File: src/rtl/branch_predictor_if.sv
// Fetch-lookup and Execute-resolution signals exchanged between the pipeline and the branch predictor.
// The pipeline holds the master modport; the predictor holds the slave modport.
interface branch_predictor_if;
  logic [31:0] pc_f_i;
  logic        pc_src_pred_f_o;
  logic [31:0] pred_pc_target_f_o;
  logic        valid_e_i;
  logic [1:0]  branch_op_e_i;
  logic        stall_e_i;
  logic [31:0] pc_e_i;
  logic [31:0] pc_plus4_e_i;
  logic [31:0] pc_target_e_i;
  logic        taken_e_i;
  logic        pc_src_pred_e_i;
  logic        target_match_e_i;
  logic        mispredict_e_o;
  logic [31:0] recovery_pc_e_o;
  logic [31:0] branch_count_o;
  logic [31:0] mispredict_count_o;

  modport master (
    output pc_f_i, valid_e_i, branch_op_e_i, stall_e_i, pc_e_i, pc_plus4_e_i,
           pc_target_e_i, taken_e_i, pc_src_pred_e_i, target_match_e_i,
    input  pc_src_pred_f_o, pred_pc_target_f_o, mispredict_e_o, recovery_pc_e_o,
           branch_count_o, mispredict_count_o
  );

  modport slave (
    input  pc_f_i, valid_e_i, branch_op_e_i, stall_e_i, pc_e_i, pc_plus4_e_i,
           pc_target_e_i, taken_e_i, pc_src_pred_e_i, target_match_e_i,
    output pc_src_pred_f_o, pred_pc_target_f_o, mispredict_e_o, recovery_pc_e_o,
           branch_count_o, mispredict_count_o
  );
endinterface

File: src/rtl/branch_predictor.sv
// Direct-mapped BTB with 2-bit saturating counters: combinational Fetch lookup,
// Execute-stage training, mispredict/recovery generation and saturating perf counters.
module branch_predictor #(
  parameter int INDEX_WIDTH = 6,
  parameter int TAG_WIDTH   = 8
) (
  input logic               clk_i,
  input logic               reset_n_i,
  branch_predictor_if.slave bp
);
  localparam int ENTRIES = 1 << INDEX_WIDTH;
  localparam int TAG_LO  = INDEX_WIDTH + 2;
  localparam int TAG_HI  = INDEX_WIDTH + TAG_WIDTH + 1;

  logic [ENTRIES-1:0]   valid;
  logic [1:0]           ctr    [ENTRIES];
  logic [TAG_WIDTH-1:0] tag    [ENTRIES];
  logic [31:0]          target [ENTRIES];
  logic [31:0]          branch_count, mispredict_count;

  logic [INDEX_WIDTH-1:0] idx_f, idx_e;
  logic [TAG_WIDTH-1:0]   tag_f, tag_e;
  logic                   hit_f, hit_e, upd, mispredict;

  assign idx_f = bp.pc_f_i[INDEX_WIDTH+1:2];
  assign tag_f = bp.pc_f_i[TAG_HI:TAG_LO];
  assign idx_e = bp.pc_e_i[INDEX_WIDTH+1:2];
  assign tag_e = bp.pc_e_i[TAG_HI:TAG_LO];

  assign hit_f = valid[idx_f] && (tag[idx_f] == tag_f);
  assign hit_e = valid[idx_e] && (tag[idx_e] == tag_e);

  // Reset is folded into upd so a resolution arriving under reset neither trains nor flushes.
  assign upd = bp.valid_e_i && (bp.branch_op_e_i != 2'b00) && !bp.stall_e_i && reset_n_i;
  assign mispredict = upd && ((bp.taken_e_i != bp.pc_src_pred_e_i) ||
                              (bp.taken_e_i && bp.pc_src_pred_e_i && !bp.target_match_e_i));

  assign bp.pc_src_pred_f_o    = hit_f && ctr[idx_f][1];
  assign bp.pred_pc_target_f_o = hit_f ? target[idx_f] : 32'h0;
  assign bp.mispredict_e_o     = mispredict;
  assign bp.recovery_pc_e_o    = bp.taken_e_i ? bp.pc_target_e_i : bp.pc_plus4_e_i;
  assign bp.branch_count_o     = branch_count;
  assign bp.mispredict_count_o = mispredict_count;

  always_ff @(posedge clk_i) begin
    if (!reset_n_i) begin
      valid <= '0;
      for (int i = 0; i < ENTRIES; i++) ctr[i] <= 2'b01;
    end else if (upd) begin
      if (hit_e) begin
        if (bp.taken_e_i) begin
          if (ctr[idx_e] != 2'b11) ctr[idx_e] <= ctr[idx_e] + 2'b01;
        end else if (ctr[idx_e] != 2'b00) begin
          ctr[idx_e] <= ctr[idx_e] - 2'b01;
        end
      end else if (bp.taken_e_i) begin
        valid[idx_e] <= 1'b1;
        ctr[idx_e]   <= 2'b10;
      end
    end
  end

  // Tags and targets carry no reset; valid bits gate their use.
  always_ff @(posedge clk_i) begin
    if (upd && bp.taken_e_i) begin
      tag[idx_e]    <= tag_e;
      target[idx_e] <= bp.pc_target_e_i;
    end
  end

  always_ff @(posedge clk_i) begin
    if (!reset_n_i) begin
      branch_count     <= '0;
      mispredict_count <= '0;
    end else begin
      if (upd && branch_count != 32'hFFFF_FFFF) branch_count <= branch_count + 32'd1;
      if (mispredict && mispredict_count != 32'hFFFF_FFFF)
        mispredict_count <= mispredict_count + 32'd1;
    end
  end
endmodule

File: src/flat_wrapper.sv
// flat-port wrapper written by rule: the top's interface ports become plain ports
module branch_predictor_flat 
#(
  parameter int INDEX_WIDTH = 6,
  parameter int TAG_WIDTH   = 8
)
  (clk_i, reset_n_i, bp_pc_f_i, bp_valid_e_i, bp_branch_op_e_i, bp_stall_e_i, bp_pc_e_i, bp_pc_plus4_e_i, bp_pc_target_e_i, bp_taken_e_i, bp_pc_src_pred_e_i, bp_target_match_e_i, bp_pc_src_pred_f_o, bp_pred_pc_target_f_o, bp_mispredict_e_o, bp_recovery_pc_e_o, bp_branch_count_o, bp_mispredict_count_o);
  branch_predictor_if bp_i ();
  input logic clk_i;
  input logic reset_n_i;
  input wire logic [$bits(bp_i.pc_f_i)-1:0] bp_pc_f_i;
  input wire logic [$bits(bp_i.valid_e_i)-1:0] bp_valid_e_i;
  input wire logic [$bits(bp_i.branch_op_e_i)-1:0] bp_branch_op_e_i;
  input wire logic [$bits(bp_i.stall_e_i)-1:0] bp_stall_e_i;
  input wire logic [$bits(bp_i.pc_e_i)-1:0] bp_pc_e_i;
  input wire logic [$bits(bp_i.pc_plus4_e_i)-1:0] bp_pc_plus4_e_i;
  input wire logic [$bits(bp_i.pc_target_e_i)-1:0] bp_pc_target_e_i;
  input wire logic [$bits(bp_i.taken_e_i)-1:0] bp_taken_e_i;
  input wire logic [$bits(bp_i.pc_src_pred_e_i)-1:0] bp_pc_src_pred_e_i;
  input wire logic [$bits(bp_i.target_match_e_i)-1:0] bp_target_match_e_i;
  output wire logic [$bits(bp_i.pc_src_pred_f_o)-1:0] bp_pc_src_pred_f_o;
  output wire logic [$bits(bp_i.pred_pc_target_f_o)-1:0] bp_pred_pc_target_f_o;
  output wire logic [$bits(bp_i.mispredict_e_o)-1:0] bp_mispredict_e_o;
  output wire logic [$bits(bp_i.recovery_pc_e_o)-1:0] bp_recovery_pc_e_o;
  output wire logic [$bits(bp_i.branch_count_o)-1:0] bp_branch_count_o;
  output wire logic [$bits(bp_i.mispredict_count_o)-1:0] bp_mispredict_count_o;
  assign bp_i.pc_f_i = bp_pc_f_i;
  assign bp_i.valid_e_i = bp_valid_e_i;
  assign bp_i.branch_op_e_i = bp_branch_op_e_i;
  assign bp_i.stall_e_i = bp_stall_e_i;
  assign bp_i.pc_e_i = bp_pc_e_i;
  assign bp_i.pc_plus4_e_i = bp_pc_plus4_e_i;
  assign bp_i.pc_target_e_i = bp_pc_target_e_i;
  assign bp_i.taken_e_i = bp_taken_e_i;
  assign bp_i.pc_src_pred_e_i = bp_pc_src_pred_e_i;
  assign bp_i.target_match_e_i = bp_target_match_e_i;
  assign bp_pc_src_pred_f_o = bp_i.pc_src_pred_f_o;
  assign bp_pred_pc_target_f_o = bp_i.pred_pc_target_f_o;
  assign bp_mispredict_e_o = bp_i.mispredict_e_o;
  assign bp_recovery_pc_e_o = bp_i.recovery_pc_e_o;
  assign bp_branch_count_o = bp_i.branch_count_o;
  assign bp_mispredict_count_o = bp_i.mispredict_count_o;
  branch_predictor #(.INDEX_WIDTH(INDEX_WIDTH), .TAG_WIDTH(TAG_WIDTH)) u_core (.clk_i(clk_i), .reset_n_i(reset_n_i), .bp(bp_i));
endmodule
File: config.mk
export PLATFORM = sky130hd
export DESIGN_NAME = branch_predictor_flat
export DESIGN_NICKNAME = d
export VERILOG_FILES = /design/src/rtl/branch_predictor_if.sv /design/src/rtl/branch_predictor.sv /design/src/flat_wrapper.sv
export SDC_FILE = /design/constraint.sdc
export NUM_CORES = 2
export LEC_CHECK = 0
export BUFFER_PORTS_ARGS = -buffer_cell sky130_fd_sc_hd__clkbuf_2
export CORE_MARGIN = 2
export CORE_UTILIZATION = 25
export DETAILED_ROUTE_END_ITERATION = 7
export GPL_ROUTABILITY_DRIVEN = 0
export PLACE_DENSITY_LB_ADDON = 0.08
export SLEW_MARGIN = 5
export SYNTH_ARGS = -nofsm -noshare
export SYNTH_HDL_FRONTEND = slang
export SYNTH_SLANG_ARGS = --single-unit
File: constraint.sdc
create_clock -name clk_i -period 17.3 [get_ports clk_i]
set_input_delay 5.19 -clock clk_i [delete_from_list [all_inputs] [get_ports clk_i]]
set_output_delay 5.19 -clock clk_i [all_outputs]
set_load 0.01 [all_outputs]
==> reports/qor.csv <==
metric,value,unit
cts_max_level,5,
cpMaxStageDelayCell,a211oi_1,
synth_top_family_by_area,multiplexers,
r2r_setup_slack,12060,ps
numCtsBuffers,332,
cts-root-buf,clkbuf_16,
synth-xor-area-share,0.00550,
synth_cells,5583,
initial_core_util,0.251,
worstPathRequired,12110,ps
arrival,10180,ps
syn_area_per_cell,20.8,um2
drc,0,
cp_num_buf_inv,4,
vias,61500,
drv_slew,0,
grt_antenna_before_repair,41,
min_to,u_core.bp.branch_count_o[31],
grt_pass1_wl,590000,um
grt_start_max_net_pins,126,
synthMuxAreaShare,0.194,
synthAdderAreaFrac,0.000323,
r2r_end,u_core.ctr[6][1],
ys_seq_area_frac,0.717,
ys_seq_elements,2816,
clk_pin_slew_worst_paths,50,ps
crit_chain,"buf_12, buf_4, mux4_2, mux4_2, mux2_2, nand2_1, o21ai_0, xnor2_1, nand4_1, buf_4, a211oi_1, clkbuf_2",
synth_area_leaders,"edfxtp_1 69%, mux4_2 17%, dfxtp_1 2.2%",
ir_drop,0.0716,mV
fp.dieArea,470000,um2
die_w,686,um
fin_tns_setup,0,ps
finalPower,15.2,mW
min_period,15370,ps
yosysWarningCount,0,
port_buffers,230,
ant_nets,0,
hold_class,reg2reg,
nNetsFinal,6139,
cts_tree,yes,
r2r_cells,10,
cts.sinks,2816,
clock.fmax,65.1,MHz
critPathTopFamily,buffers and inverters,
row_count,250,
dp_hpwl,244000,um
slowest_delay,900,ps
whs_path_depth,1,
synthArstFlopShare,0,
status,"complete, no violations",
syn_nets,5723,
synth_top_area_frac,0.695,
first_iter_violations,6072,
grtUsageTotal,0.183,
slew_headroom,0.100,
crit_type,in2out,
firstDrtPassIters,5,
p_per_area,111,nW/um2
cts_resized,0,
wl_per_cell,35.3,um
cts_buffer_depth,4,
fin_crit_sh,0.889,
setup_violations,0,
maxCapViolations,0,
clock_skew,37.3,ps
synth-compound-area-share,0.0360,
synthSimpleGateAreaFrac,0.0300,
finish.utilization,0.294,
synth_edf_count,2688,
hold_viol,0,
critPathCaptureType,output port,
vias_per_cell,4.95,
clk_latency,960,ps
core,463000,um2
cp-start-kind,primary input,
layout-area-overhead-vs-synth,17.2,%
synthFlopType,edfxtp_1,
min_from,u_core.bp.branch_count_o[31],
syn_area,116000,um2
fp.dieH,686,um
wirelength,439000,um
ioPinCount,267,
cts_setup_buffers,0,
synth_commonest_cells,"2688 x edfxtp_1, 889 x mux4_2, 207 x clkbuf_1",
postCtsHoldBufs,0,
yosysUniqueCellTypes,81,
yosys.area.top_type,edfxtp_1,
grt_pass1_vias,64200,
crit_fanout,68,
drive_above_1_share,0.329,
n_fill_cell,45100,
rsz0062_at_grt,false,
crit-reg2reg-launch,u_core.tag[36][6],
p_leak,41.9,nW
grt-ovfl-total,0,
post-synth-top-count-cell,edfxtp_1,
tightest_slew,1350,ps
## worst max path at each step
stage / start / endpoint / slack [ps] / depth (start not counted)
4_1_cts: bp_pc_f_i[2] / bp_pred_pc_target_f_o[29] / 1640 / 12
3_3_place_gp: bp_pc_f_i[2] / bp_pred_pc_target_f_o[29] / 1650 / 12
6_report: bp_pc_f_i[2] / bp_pred_pc_target_f_o[29] / 1930 / 12
5_1_grt: bp_pc_f_i[2] / bp_pred_pc_target_f_o[29] / 1650 / 12
2_1_floorplan: bp_pc_f_i[2] / bp_pred_pc_target_f_o[13] / 3660 / 10
3_5_place_dp: bp_pc_f_i[2] / bp_pred_pc_target_f_o[29] / 1650 / 12
## power by group
part,total (mW),leakage [nW],internal (mW),switching [mW]
clock network,6.83,5.10,3.97,2.86
registers,7.49,25.3,7.48,0.00858
logic,0.864,11.5,0.321,0.543
total,15.2,41.9,11.8,3.41
## kinds of logic (layout without fill, tap and decap cells)
logic type	after synthesis	count (layout)
simple gates	659	659
compound gates	488	488
xor+xnor	73	73
flops	2816	2816
fa+ha+maj	3	3
mux	1126	1126
other cells	0	4
buf+inv	418	1100
## state kept, by name, indices dropped and copies added, names as in the netlist
register,count
u_core.bp.branch_count_o,32
u_core.bp.mispredict_count_o,32
u_core.ctr,128
u_core.tag,512
u_core.target,2048
u_core.valid,64
## worst reg2reg max path, delay by kind of cell (launching register included)
kind	cells	cell delay [ps]
simple gates	4	2160
mux	2	920
buf+inv	1	690
compound gates	2	530
flops	1	390
xor+xnor	1	240
## stage by stage
step                cells  cell area (um2)  hold slack (ps)  setup slack, ps
detailed placement  11800           126000              492             1650
global placement    11800           126000              475             1650
finish              12400           136000              504             1930
CTS                 12400           136000              505             1640
floorplan            5583           116000              452             3660
global route        12400           136000              517             1650
## metal layers
layer	global-route usage	vias to the layer above	routed length, um
met2	0.305	1913	213000
met5	0	-	27
met1	0.254	34500	196000
li1	-	24600	-
met4	0.0418	4	9610
met3	0.0257	473	20900
## cell type report
type / instances / area [um2] / share of cell area
multi-input combinational: 2349 / 31400 / 0.231
timing repair buffer: 492 / 3320 / 0.0244
tap: 6174 / 7720 / 0.0567
sequential: 2816 / 83300 / 0.612
antenna: 4 / 10.0 / 0.0000735
clock inverter: 170 / 1330 / 0.00978
inverter: 8 / 30.0 / 0.000221
clock buffer: 430 / 9070 / 0.0666
## placed cells by master, fill, tap and decap left out, types with 11 or more instances in the layout
cell / count
edfxtp_1: 2688
mux4_2: 889
clkbuf_16: 345
buf_4: 255
clkbuf_2: 219
mux2i_1: 165
dfxtp_1: 128
nor2b_1: 100
nand3_1: 94
nand2_1: 89
a22oi_1: 86
clkinv_1: 86
nor3_1: 77
clkbuf_1: 73
mux2_2: 68
nor2_4: 64
and2_1: 64
o41ai_2: 60
xnor2_1: 55
nor2_1: 54
clkinv_2: 48
a221oi_1: 46
a41oi_1: 44
o21ai_0: 42
a21oi_1: 40
a211oi_1: 34
nand4_1: 33
o22ai_1: 23
a31oi_1: 19
bufinv_16: 19
xor2_1: 18
a22o_1: 13
clkbuf_8: 13
o221ai_1: 11
(Power assumes the default switching activity.)
